$ cat config.mk
export PLATFORM = sky130hd
export DESIGN_NAME = gpr_wb_arbiter
export DESIGN_NICKNAME = d
export VERILOG_FILES = /design/src/rtl/gpr_wb_arbiter.sv
export SDC_FILE = /design/constraint.sdc
export NUM_CORES = 1
export LEC_CHECK = 0
export BUFFER_PORTS_ARGS = -buffer_cell sky130_fd_sc_hd__buf_2
export CORE_ASPECT_RATIO = 0.8
export CORE_MARGIN = 1
export CORE_UTILIZATION = 32
export DETAILED_ROUTE_END_ITERATION = 7
export PLACE_DENSITY_LB_ADDON = 0.08
export REMOVE_ABC_BUFFERS = 1
export SETUP_SLACK_MARGIN = 0.02
export SYNTH_ARGS = -nofsm -noshare
export SYNTH_HDL_FRONTEND = slang
export SYNTH_SLANG_ARGS = --single-unit
$ cat constraint.sdc
create_clock -name clk -period 4.4 [get_ports clk]
set_input_delay 0 -clock clk [delete_from_list [all_inputs] [get_ports clk]]
set_output_delay 0 -clock clk [all_outputs]
set_load 0.05 [all_outputs]
$ cat src/rtl/gpr_wb_arbiter.sv
// GPR write-port arbiter: shares the single register-file write port between
// the in-order pipeline writeback and results returning from the long-latency
// unit. Long-unit results wait in a small FIFO. A scoreboard tracks registers
// with long-unit writes still outstanding and feeds decode hazard detection.
// A starvation counter briefly stalls the pipeline so the FIFO always drains.
module gpr_wb_arbiter #(
  parameter int DEPTH        = 2,
  parameter int STARVE_LIMIT = 4
) (
  input  logic        clk,
  input  logic        rst,
  input  logic        pipe_wr_en,
  input  logic [4:0]  pipe_wr_addr,
  input  logic [31:0] pipe_wr_data,
  input  logic        pipe_of_en,
  input  logic        pipe_of_flag,
  output logic        pipe_stall,
  input  logic        lu_issue,
  input  logic [4:0]  lu_issue_addr,
  input  logic        lu_valid,
  input  logic [4:0]  lu_addr,
  input  logic [31:0] lu_data,
  output logic        lu_ready,
  input  logic [4:0]  chk_rs,
  input  logic [4:0]  chk_rt,
  input  logic [4:0]  chk_rd,
  output logic        hazard,
  output logic        gpr_wr_en,
  output logic [4:0]  gpr_wr_addr,
  output logic [31:0] gpr_wr_data,
  output logic        gpr_of_en,
  output logic        gpr_of_flag,
  output logic        issue_err
);

  localparam int AW = (DEPTH > 1) ? $clog2(DEPTH) : 1;
  localparam logic [3:0] LIMIT_M1 = 4'(STARVE_LIMIT - 1);

  // FIFO storage carries data only; it needs no reset.
  logic [4:0]  addrMem [DEPTH];
  logic [31:0] dataMem [DEPTH];

  // Pointers carry one extra wrap bit to tell full from empty.
  logic [AW:0] wrPtr;
  logic [AW:0] rdPtr;
  logic [3:0]  starveCnt;
  logic        stallQ;
  logic [31:0] pending;
  logic        issueErr;

  logic        full;
  logic        empty;
  logic        push;
  logic        pipeSlot;
  logic        pipeGrant;
  logic        fifoGrant;
  logic        fifoBlocked;
  logic [4:0]  headAddr;
  logic [31:0] headData;
  logic [31:0] setMask;
  logic [31:0] clrMask;
  logic [31:0] pendingNext;
  logic        issueConflict;

  assign empty    = (wrPtr == rdPtr);
  assign full     = (wrPtr[AW] != rdPtr[AW]) && (wrPtr[AW-1:0] == rdPtr[AW-1:0]);
  // Readiness ignores a same-cycle pop so it never depends on the grant.
  assign lu_ready = !rst && !full;
  assign push     = lu_valid && lu_ready;
  assign headAddr = addrMem[rdPtr[AW-1:0]];
  assign headData = dataMem[rdPtr[AW-1:0]];

  // Writes to r0 and overflow-trapped writes leave the port free for the FIFO.
  assign pipeSlot = pipe_wr_en && (pipe_wr_addr != 5'd0) && !(pipe_of_en && pipe_of_flag);

  // Port grant: a forced stall cycle belongs to the FIFO, else the pipeline wins.
  always_comb begin
    pipeGrant = 1'b0;
    fifoGrant = 1'b0;
    if (!rst) begin
      if (stallQ) begin
        fifoGrant = !empty;
      end else if (pipeSlot) begin
        pipeGrant = 1'b1;
      end else begin
        fifoGrant = !empty;
      end
    end
  end

  assign fifoBlocked = !empty && !fifoGrant;

  assign gpr_wr_en   = pipeGrant || fifoGrant;
  assign gpr_wr_addr = fifoGrant ? headAddr : pipe_wr_addr;
  assign gpr_wr_data = fifoGrant ? headData : pipe_wr_data;
  // Overflow update passes through unless the pipeline is being held.
  assign gpr_of_en   = !rst && !stallQ && pipe_of_en;
  assign gpr_of_flag = pipe_of_flag;
  assign pipe_stall  = stallQ;

  // Scoreboard update: a new issue outranks a same-cycle retirement.
  always_comb begin
    setMask = 32'd0;
    clrMask = 32'd0;
    if (lu_issue && (lu_issue_addr != 5'd0)) begin
      setMask = 32'd1 << lu_issue_addr;
    end
    if (fifoGrant) begin
      clrMask = 32'd1 << headAddr;
    end
    pendingNext    = ((pending & ~clrMask) | setMask) & ~32'd1;
    issueConflict  = |(setMask & pending & ~clrMask);
  end

  assign hazard    = pending[chk_rs] | pending[chk_rt] | pending[chk_rd];
  assign issue_err = issueErr;

  // FIFO payload write.
  always_ff @(posedge clk) begin
    if (push) begin
      addrMem[wrPtr[AW-1:0]] <= lu_addr;
      dataMem[wrPtr[AW-1:0]] <= lu_data;
    end
  end

  // Control state: FIFO pointers, starvation tracking, scoreboard, sticky error.
  always_ff @(posedge clk) begin
    if (rst) begin
      wrPtr     <= '0;
      rdPtr     <= '0;
      starveCnt <= 4'd0;
      stallQ    <= 1'b0;
      pending   <= 32'd0;
      issueErr  <= 1'b0;
    end else begin
      if (push) begin
        wrPtr <= wrPtr + 1'b1;
      end
      if (fifoGrant) begin
        rdPtr <= rdPtr + 1'b1;
      end
      if (fifoBlocked && (starveCnt == LIMIT_M1)) begin
        stallQ    <= 1'b1;
        starveCnt <= 4'd0;
      end else if (fifoBlocked) begin
        stallQ    <= 1'b0;
        starveCnt <= starveCnt + 4'd1;
      end else begin
        stallQ    <= 1'b0;
        starveCnt <= 4'd0;
      end
      pending <= pendingNext;
      if (issueConflict) begin
        issueErr <= 1'b1;
      end
    end
  end

endmodule
# Word level (Yosys, flattened, before mapping)
# Memory sizes are Yosys's and may differ from the RTL's. A register that Yosys moved wholly into a read port is not among the register bits.
# Index checks and enable logic that the tools add are counted.
# op_classes
n_addsub	3
magnitude_cmp	3
eq_ne	4
n_shift	2
muxes	23
n_bitwise	8
n_reduce_logical	22
# op_table
cell	count
AND 32 bit	3
two-way mux 32 bit	3
<< shifter 1 x 5 -> 32 bit (first input constant)	2
NOT 32 bit	1
OR 32 bit	1
OR reduction 32 bit	1
< comparator 5 x 6 -> 1 bit (second input constant)	3
two-way mux 1 bit	16
binary-select mux 1 bit (select 5 bit)	3
logical AND 1 bit	11
nonzero test 5 bit	2
logical NOT 1 bit	6
two-way mux 5 bit	1
adder 2 x 1 -> 2 bit (second input constant)	2
adder 4 x 1 -> 4 bit (second input constant)	1
== test 4 x 2 -> 1 bit (second input constant)	1
OR reduction 3 bit	1
== test 2 bit	1
OR 1 bit	2
== test 1 bit	1
logical OR 1 bit	1
inequality test 1 bit	1
NOT 1 bit	1
# word_totals
ff_bits	42
ramBits	74
inputBits	101
out_inout_bits	44
word_cells	74
memories	2
# mem_list
memory	words	width	read_ports	rd_clocked_by_memory_dff	wr	line	rtl
dataMem	2	32	1	1	1	41	logic [31:0] dataMem [DEPTH];
addrMem	2	5	1	1	1	40	logic [4:0] addrMem [DEPTH];

# Longest topological paths before layout
# logic_depth
depth_word	10
depth_mapped	9
depth_no_buf	7

# Worst setup path before layout
# OpenSTA, ideal clock, no wires.
# synth_path
path_kind	register to register
from	register rdPtr[1]
to	memory addrMem[0][0] (enable)
setup_time_ns	0.431
arrival_time_ns	3.467
required_ns	3.969
setup_slack_ns	0.502
stages_incl_launch_ff	6
n_path_buf	0
synth_period_minus_slack_ns	3.898
path_cell_list	dfxtp_1 -> xnor2_1 -> inv_1 -> a21oi_1 -> nand2_1 -> nor2_1
# synth_via
elab_chain_cells	7
# synth_rtl
item	line	rtl
start: declaration	45	logic [AW:0] rdPtr;
start signal: assignment	140	rdPtr <= rdPtr + 1'b1;
inequality test 1 bit	66	assign full = (wrPtr[AW] != rdPtr[AW]) && (wrPtr[AW-1:0] == rdPtr[AW-1:0]);
logical AND 1 bit	66	
logical NOT 1 bit	68	assign lu_ready = !rst && !full;
logical AND 1 bit	68	
net lu_ready	23	output logic lu_ready,
logical AND 1 bit	69	assign push = lu_valid && lu_ready;
two-way mux 1 bit	120	if (push) begin
two-way mux 1 bit (not written as such)	121	addrMem[wrPtr[AW-1:0]] <= lu_addr;
end: declaration	40	
# The timed path passes the listed nets, and every way through them passes these cells.

# Worst setup path in the final report
# layout_path
from	register rdPtr[1]
to	output gpr_wr_data[24]
# layout_via
elab_chain_cells	6
# layout_rtl
item	line	rtl
== test 2 bit (*)	65	assign empty = (wrPtr == rdPtr);
logical NOT 1 bit (*)	82, 86	
two-way mux 1 bit	83	end else if (pipeSlot) begin
two-way mux 1 bit (*)	81	if (stallQ) begin
two-way mux 1 bit (*)	80	if (!rst) begin
two-way mux 32 bit (*)	95	assign gpr_wr_data = fifoGrant ? headData : pipe_wr_data;
end: declaration	30	output logic [31:0] gpr_wr_data,
# Mark *: on every way between the ends. The rest lies on a longest branch, timed or not.

==> flow_metrics.py <==
metrics = {
    "run_status": {
        "outcome": "completed",
    },
    "synthesis": {
        "yosysSeqAreaShare_pct": 50.0,
        "async_reset_ff_share_pct": 0,
        "yosys-top-cells-area": "edfxtp_1 (36%), dfxtp_1 (14%), mux4_2 (9.9%)",
        "synth-edff-count": 74,
        "ys_ff_latch": 116,
        "synthFlopType": "edfxtp_1",
        "synth_top_cell_area_share_pct": 36.3,
        "ys_warn_count": 0,
        "syn_inst": 553,
        "ys_types": 67,
        "syn_area_per_cell_um2": 11.1,
        "syn_area_um2": 6120,
        "yosys.area.top_type": "edfxtp_1",
    },
    "grt": {
        "grt_pass1_wl_um": 27100,
        "antenna_found_initial": 1,
        "track_usage_pct": 18.4,
        "grt_overflow": 0,
        "grt_start_max_net_pins": 69,
        "grt_pass1_vias": 4940,
    },
    "timing": {
        "max_freq_mhz": 357,
        "fin_tns_setup_ns": 0,
        "skew_ns": 0.00965,
        "finalHoldViolCount": 0,
        "fin_crit_sh_pct": 63.7,
        "layout_setup_ws_ns": 1.60,
        "fin_crit_ns": 2.80,
        "drv_slew": 0,
        "finalSetupViolations": 0,
        "rsz0062_at_grt": "no",
        "slew-limit-headroom_pct": 27.6,
        "tightest_slew_ns": 1.07,
    },
    "route": {
        "wl_per_cell_um": 17.7,
        "first_iter_violations": 427,
        "routed_wl_um": 17500,
        "vias_per_cell": 5.20,
        "drc": 0,
        "via_count": 5145,
        "ant_nets": 0,
        "dr.pass1.iters": 5,
    },
    "die": {
        "die_h_um": 126,
        "ios": 145,
        "num_rows": 44,
        "die_w_um": 157,
        "die_area_um2": 19700,
        "floorplan.initialDensity_pct": 33.2,
        "fp.coreArea_um2": 18400,
    },
    "cts": {
        "clk_transition_reported_paths_ns": 0.06,
        "htreeDepth": 4,
        "clkSinkCount": 116,
        "numCtsBuffers": 17,
        "postCtsSetupBuffers": 0,
        "cts_hold_buffers": 39,
        "cts_buffer_depth": 2,
        "cts_root_buffer": "clkbuf_16",
        "ctsResizeCount": 0,
        "cts_tree": "done",
        "clock_latency_ns": 0.41,
    },
    "critical_path": {
        "cp_data_required_time_ns": 4.40,
        "max_stage_delay_ns": 0.77,
        "cp-end-kind": "output pin",
        "worstPathBufferInverterCount": 1,
        "crit_family": "simple AND/OR/NAND/NOR gates",
        "slowest_stage": "nand2_2",
        "criticalPathCategory": "reg -> out",
        "crit_chain": "xnor2_1 > a21oi_1 > nand2_2 > nand2_1 > o21ai_0 > buf_2",
        "r2r_end": "issue_err",
        "r2r.worst_path.cells": 8,
        "rrSetupSlack_ns": 1.70,
        "worstPathMaxFanout": 68,
        "critical_path_arrival_ns": 2.80,
        "worstSetupStartpointType": "flip-flop",
    },
    "hold_path": {
        "hp-class": "in -> reg",
        "hold_end": "pending[4]",
        "min_from": "lu_issue_addr[3]",
        "holdPathStages": 4,
    },
    "placed_design": {
        "hpwl_um": 12700,
        "numPortBuffers": 144,
        "placed_area_um2": 7040,
        "dp.cells": 920,
        "finalWeightedCongestion": 0.906,
        "place_ws_ns": 1.74,
    },
    "power": {
        "p_leak_nw": 2.91,
        "powerDensity_nw_per_um2": 387,
        "peakVddDrop_mv": 0.254,
    },
    "cells_and_area": {
        "drive_gt1_share_pct": 31.6,
        "multi_input_area_um2": 2870,
        "fin_nets": 827,
        "num-fill-cells": 1774,
        "final_core_util_pct": 43.4,
        "regArea_um2": 3060,
        "final_area_um2": 8000,
        "fin_cells": 990,
        "antenna-diode-count": 0,
        "area_growth_pct": 30.7,
    },
    "flow_run": {
        "maxCapViolations": 0,
    },
}
## layer usage
| layer | GRT usage (%) | part of all wire, % | vias up |
|---|---|---|---|
| met2 | 25.7 | 42 | 219 |
| met4 | 5.77 | 1.1 | 0 |
| li1 | - | - | 2454 |
| met5 | 0 | 0 | - |
| met1 | 26.7 | 48 | 2454 |
| met3 | 5.92 | 9.1 | 18 |
## flip-flops by register name, summed over array words and instances, names as in the netlist, named ones only
name,count
addrMem,10
pending,31
issue_err,1
wrPtr,2
rdPtr,2
pipe_stall,1
dataMem,64
starveCnt,4
## worst max path at each step
stage / slack (ns) / cells after the start / startpoint / end
floorplan: 0.50 / 5 / rdPtr[1] / addrMem[0][0]
global placement: 1.75 / 8 / flip-flop / issue_err
detailed placement: 1.74 / 8 / flip-flop / issue_err
CTS: 1.51 / 6 / rdPtr[1] / gpr_wr_data[24]
global route: 1.20 / 6 / rdPtr[1] / gpr_wr_addr[0]
finish: 1.60 / 6 / rdPtr[1] / gpr_wr_data[24]
## report_power, final
part,internal (mW),switching [mW]
Combinational,0.171,0.361
Clock,0.835,0.506
Sequential,1.20,0.0246
## area by class of cell
type	instances	share of cell area, %
Tap cell	253	3.95
Clock inverter	14	1.91
Multi-Input combinational cell	392	35.8
Clock buffer	17	5.31
Sequential cell	116	38.3
Inverter	12	0.563
Timing Repair Buffer	186	14.2
## synth_stat cells, drive strengths merged (2+ instances only)
| library cell | number |
|---|---|
| a211oi | 3 |
| a21oi | 33 |
| a31oi | 3 |
| a32o | 2 |
| a41oi | 2 |
| and2 | 3 |
| and3 | 4 |
| buf | 7 |
| clkbuf | 26 |
| dfxtp | 42 |
| edfxtp | 74 |
| inv | 12 |
| mux2 | 4 |
| mux2i | 38 |
| mux4 | 27 |
| nand2 | 91 |
| nand2b | 4 |
| nand3 | 14 |
| nand4 | 7 |
| nor2 | 23 |
| nor2b | 3 |
| nor3 | 3 |
| nor3b | 3 |
| o2111ai | 9 |
| o211ai | 6 |
| o21ai | 69 |
| o22a | 3 |
| o22ai | 5 |
| o31ai | 4 |
| o32ai | 2 |
| or3b | 2 |
| or4 | 2 |
| xnor2 | 5 |
| xor2 | 3 |
## stage by stage
| stage | total power, mW | hold slack (ns) |
|---|---|---|
| floorplan | 1.58 | 0 |
| global placement | 1.75 | 0.189 |
| detailed placement | 1.75 | 0.193 |
| CTS | 3.12 | 0.0584 |
| global route | 3.22 | 0.0969 |
| finish | 3.09 | 0.0941 |
## cell families after synthesis
logic type                 synth area share (%)
and+or+nand+nor                            12.7
AOI/OAI and AO/OA                          15.5
DFF                                        50.0
muxes                                      16.9
buffers and inverters                      3.35
xor gates and xnor gates                   1.27
adders and majority gates                 0.204
## tightest hold or removal path: stages
cell and delay (ns):
buf_2 0.15, nor3_1 0.15, nand2_1 0.09, a21oi_1 0.05
## cell usage in the layout, fill, tap and decap left out, types with 3 or more instances in the layout
cell type	synthesis	routed
buf_2	3	144
nand2_1	90	89
edfxtp_1	74	74
o21ai_0	65	65
dfxtp_1	42	41
dlygate4sd3_1	0	39
mux2i_1	38	38
a21oi_1	33	33
mux4_2	27	27
nor2_1	23	22
clkbuf_16	0	17
inv_1	12	12
nand3_1	9	9
nand4_1	7	7
o2111ai_1	7	7
nand3_2	5	5
o22ai_1	5	5
o211ai_1	5	5
xnor2_1	4	4
nand2b_1	4	4
o31ai_1	4	4
clkinvlp_4	0	4
inv_6	0	4
a31oi_1	3	3
nor3b_1	3	3
mux2_2	3	3
nor3_1	3	3
xor2_1	3	3
o22a_1	3	3
o21ai_1	3	3
nor2b_1	3	3
and3_1	4	3
buf_4	1	3
(Power assumes the default switching activity.)
